--- src/rtl/square_mod.sv ---
// Sequential modular squarer: y = x*x*(dbl ? 2 : 1) mod m, one interleaved
// shift-add-reduce step per cycle, valid/ready handshakes on both sides.
module square_mod #(
  parameter int unsigned BITWIDTH = 32
) (
  input  logic                sys_clk,
  input  logic                sys_rst,
  input  logic                in_valid,
  output logic                in_ready,
  input  logic [BITWIDTH-1:0] x,
  input  logic [BITWIDTH-1:0] m,
  input  logic                dbl,
  output logic                out_valid,
  input  logic                out_ready,
  output logic [BITWIDTH-1:0] y,
  output logic                err
);

  localparam int unsigned CW = (BITWIDTH > 1) ? $clog2(BITWIDTH) : 1;

  typedef enum logic [1:0] {
    S_IDLE,
    S_RUN,
    S_DBL,
    S_DONE
  } state_t;

  state_t              r_state;
  logic [BITWIDTH-1:0] r_xr;
  logic [BITWIDTH-1:0] r_mr;
  logic                r_dr;
  logic [BITWIDTH:0]   r_acc;
  logic [CW-1:0]       r_cnt;
  logic [BITWIDTH-1:0] r_y;
  logic                r_err;

  logic [BITWIDTH:0]   w_mr_ext;
  logic [BITWIDTH:0]   w_dbl_raw;
  logic [BITWIDTH:0]   w_dbl_red;
  logic [BITWIDTH:0]   w_add_raw;
  logic [BITWIDTH:0]   w_add_red;
  logic [BITWIDTH:0]   w_step;
  logic                w_bit;
  logic                w_illegal;

  // acc < mr always holds, so 2*acc and (reduced)+xr both stay below 2*mr
  // and fit in BITWIDTH+1 bits; one conditional subtract restores acc < mr.
  assign w_mr_ext  = {1'b0, r_mr};
  assign w_dbl_raw = r_acc << 1;
  assign w_dbl_red = (w_dbl_raw >= w_mr_ext) ? (w_dbl_raw - w_mr_ext) : w_dbl_raw;
  assign w_add_raw = w_dbl_red + {1'b0, r_xr};
  assign w_add_red = (w_add_raw >= w_mr_ext) ? (w_add_raw - w_mr_ext) : w_add_raw;
  assign w_bit     = r_xr[r_cnt];
  assign w_step    = w_bit ? w_add_red : w_dbl_red;

  assign w_illegal = (x >= m) || (m == '0);

  always_ff @(posedge sys_clk or posedge sys_rst) begin
    if (sys_rst) begin
      r_state <= S_IDLE;
      r_xr    <= '0;
      r_mr    <= '0;
      r_dr    <= 1'b0;
      r_acc   <= '0;
      r_cnt   <= '0;
      r_y     <= '0;
      r_err   <= 1'b0;
    end else begin
      case (r_state)
        S_IDLE: begin
          if (in_valid) begin
            if (w_illegal) begin
              r_y     <= '0;
              r_err   <= 1'b1;
              r_state <= S_DONE;
            end else begin
              r_xr    <= x;
              r_mr    <= m;
              r_dr    <= dbl;
              r_acc   <= '0;
              r_cnt   <= CW'(BITWIDTH - 1);
              r_state <= S_RUN;
            end
          end
        end
        S_RUN: begin
          r_acc <= w_step;
          if (r_cnt == '0) begin
            if (r_dr) begin
              r_state <= S_DBL;
            end else begin
              r_y     <= w_step[BITWIDTH-1:0];
              r_err   <= 1'b0;
              r_state <= S_DONE;
            end
          end else begin
            r_cnt <= r_cnt - CW'(1);
          end
        end
        S_DBL: begin
          r_acc   <= w_dbl_red;
          r_y     <= w_dbl_red[BITWIDTH-1:0];
          r_err   <= 1'b0;
          r_state <= S_DONE;
        end
        S_DONE: begin
          if (out_ready) begin
            r_state <= S_IDLE;
          end
        end
        default: r_state <= S_IDLE;
      endcase
    end
  end

  assign in_ready  = (r_state == S_IDLE) && !sys_rst;
  assign out_valid = (r_state == S_DONE);
  assign y         = r_y;
  assign err       = r_err;

endmodule
--- config.mk ---
export PLATFORM = sky130hd
export DESIGN_NAME = square_mod
export DESIGN_NICKNAME = d
export VERILOG_FILES = /design/src/rtl/square_mod.sv
export SDC_FILE = /design/constraint.sdc
export NUM_CORES = 1
export LEC_CHECK = 0
export CORE_ASPECT_RATIO = 1.4
export CORE_UTILIZATION = 35
export CTS_CLUSTER_DIAMETER = 30
export DETAILED_ROUTE_END_ITERATION = 12
export GPL_ROUTABILITY_DRIVEN = 0
export HOLD_SLACK_MARGIN = 0.05
export PLACE_DENSITY = 0.53
export SETUP_SLACK_MARGIN = 0.5
export SYNTH_ARGS = -nofsm -noshare
export SYNTH_HDL_FRONTEND = slang
export SYNTH_SLANG_ARGS = --single-unit
--- constraint.sdc ---
create_clock -name sys_clk -period 13.9 [get_ports sys_clk]
set_input_delay 1.39 -clock sys_clk [delete_from_list [all_inputs] [get_ports sys_clk]]
set_output_delay 1.39 -clock sys_clk [all_outputs]
set_load 0.02 [all_outputs]
==> impl_metrics.toml <==
[die]
start_util = 0.358
std_cell_rows = 81
fp.dieW_um = 162
io_pins = 104
core_um2 = 35200
die_h_um = 227
die_area_um2 = 36800

[sta]
slew_viol_final = 0
fmax_ghz = 0.0993
setup_viol = 0
hold_viol_final = 0
slew_headroom = 0.218
period_share = 0.724
fin_setup_tns_ns = 0
tightest_slew_ns = 1.16
skew_ns = 0.00823
fin_ws_ns = 3.83
rsz0062_at_grt = "false"
final.min_clock_period_ns = 10.07

[global_route]
grt_max_degree = 75
grt_pass1_wl_um = 66200
grt_overflow = 0
grt_util_all_layers = 0.240
grt_pass1_vias = 11500
antenna_found_initial = 0

[routing]
dr.pass1.iters = 5
vias = 11500
routed_wl_um = 42900
drc_errors = 0
drtIter0Drc = 661
viasPerCell = 5.70
avgRoutedWirePerCell_um = 21.2
ant_nets = 0

[cells_and_area]
nNetsFinal = 1762
areaGrowthSynthToFinish_pct = 16.2
final_util = 0.416
diodes = 0
drive_gt1_frac = 0.0739

[synthesis]
yosysUniqueCellTypes = 79
synth_nets = 1686
yosysWarnings = 0
netlist_area_um2 = 12600
syn_avg_cell_area_um2 = 8.51
async_flop_share = 1.00
ys_ff_latch = 137
synth_edf_count = 0
seq_area_frac_synth = 0.272
synth_top_area_cell = "dfrtp_1"
synth-main-ff-cell = "dfrtp_1"
ys_top_cells_by_area = "dfrtp_1 27%, ha_1 13%, o21ai_0 4.8%"
synth_cells = 1480
synth_top_cell_area_share = 0.272

[run_status]
status = "complete, no violations"

[critical_path]
slowest_delay_ns = 0.78
reg2reg_from = "r_mr[1]"
reg2reg_depth = 33
cp_slowest_cell = "o31ai_1"
rrSetupSlack_ns = 3.83
rr_endpoint = "y[12]"
worstPathRequired_ns = 14.22
crit_path_end_kind = "flop"
arrival_ns = 10.39
crit_fanout = 44
worstSetupStartpointType = "flop"
crit_type = "flop to flop"

[cts]
cts_tree = "built"
clk_transition_reported_paths_ns = 0.07
cts_resized = 0
cts.sinks = 137
clk_latency_ns = 0.45
numCtsBuffers = 17
root_buffer = "clkbuf_16"
post_cts_buffers = 0
ctsHoldBuffers = 0
htreeDepth = 4
clockBufferDepth = 2

[job]
cap_violations = 0

[worst_hold_path]
min_to = "y[12]"
hold_path_depth = 2
min-delay-path-class = "flop to flop"
hp-start = "y[12]"

[placed_design]
post-place-ws_ns = 3.99
hpwl_um = 35000
io_buffers = 103
==> cell families after synthesis <==
kind of cell	Yosys count	synth area share
AO/OA/AOI/OAI	492	0.256
AND/OR/NAND/NOR	379	0.144
buffers and inverters	173	0.0544
adder cells (fa/ha/maj)	137	0.138
flip-flops	137	0.272
multiplexers	83	0.0806
XOR/XNOR	79	0.0555
==> cell usage after synthesis (10+ instances only) <==
master	count
a31oi_1	14
o211ai_1	10
a21o_1	48
xor2_1	19
mux2_2	45
nor2b_1	10
mux2i_1	25
a211o_1	10
o21bai_1	16
clkbuf_1	37
and3_1	11
nand2b_1	15
a22oi_1	13
nor4_1	11
or3_1	11
xnor2_1	59
inv_1	118
o21ai_1	11
nor2_1	94
mux4_2	10
nand3_1	23
o21a_1	29
nand2_1	120
dfrtp_1	137
a211oi_1	19
o21ai_0	122
a21oi_1	110
nand4_1	26
ha_1	134
nor3_1	29
==> per-layer routing <==
layer  wire [um]  global-route usage  vias to the layer above
met5           0                   0                        -
met4        1460              0.0983                        0
met2       21100               0.415                      312
met1       18400               0.296                     5586
li1            -                   -                     5582
met3        1890              0.0346                       69
==> how the worst max path moves through the flow <==
stage	cells after the start	start	slack, ns	endpoint
2_1_floorplan	37	r_acc[19]	6.02	r_acc[6]
3_3_place_gp	33	r_mr[1]	4.08	y[12]
3_5_place_dp	33	r_mr[1]	3.99	y[12]
4_1_cts	33	r_mr[1]	3.95	y[12]
5_1_grt	33	r_mr[8]	3.26	y[7]
6_report	33	r_mr[1]	3.83	y[12]
==> flip-flops by register name (all words and copies together), names as in the netlist <==
| register | cells |
|---|---|
| err | 1 |
| r_acc | 32 |
| r_xr | 32 |
| y | 32 |
| r_state | 2 |
| r_dr | 1 |
| r_cnt | 5 |
| r_mr | 32 |
==> worst max-delay path, delay by kind of cell (launching register included) <==
family          cells  cell delay [ns]
compound gates     14             4.29
simple gates        9             1.99
fa+ha+maj           3             1.12
buf+inv             4             0.86
mux                 2             0.76
flops               1             0.52
xor+xnor            1             0.37
==> cell usage in the layout, fill, tap and decap left out, drive strengths merged, types with 26 or more instances in the layout <==
master / n
dfrtp: 137
ha: 134
o21ai: 134
nand2: 120
inv: 120
a21oi: 110
clkdlybuf4s50: 103
nor2: 94
xnor2: 59
a21o: 48
mux2: 48
nor3: 29
o21a: 29
nand4: 26
==> stage by stage <==
step                cells  instance area (um2)  hold slack [ns]
floorplan            1480                12600            0.450
global placement     1993                14000            0.464
detailed placement   1993                14000            0.470
CTS                  2025                14600            0.484
global route         2025                14600            0.498
finish               2025                14600            0.477
==> cell type report <==
class                      count  area, um2
multi-input combinational   1170       8500
clock inverter                13        171
inverter                     118        448
sequential                   137       3430
tap                          456        571
clock buffer                  19        433
fill                        3510      20500
timing repair buffer         112       1100
Power is not shown: default switching activity piles up to over one toggle a cycle in this logic, so the estimate is an artifact.
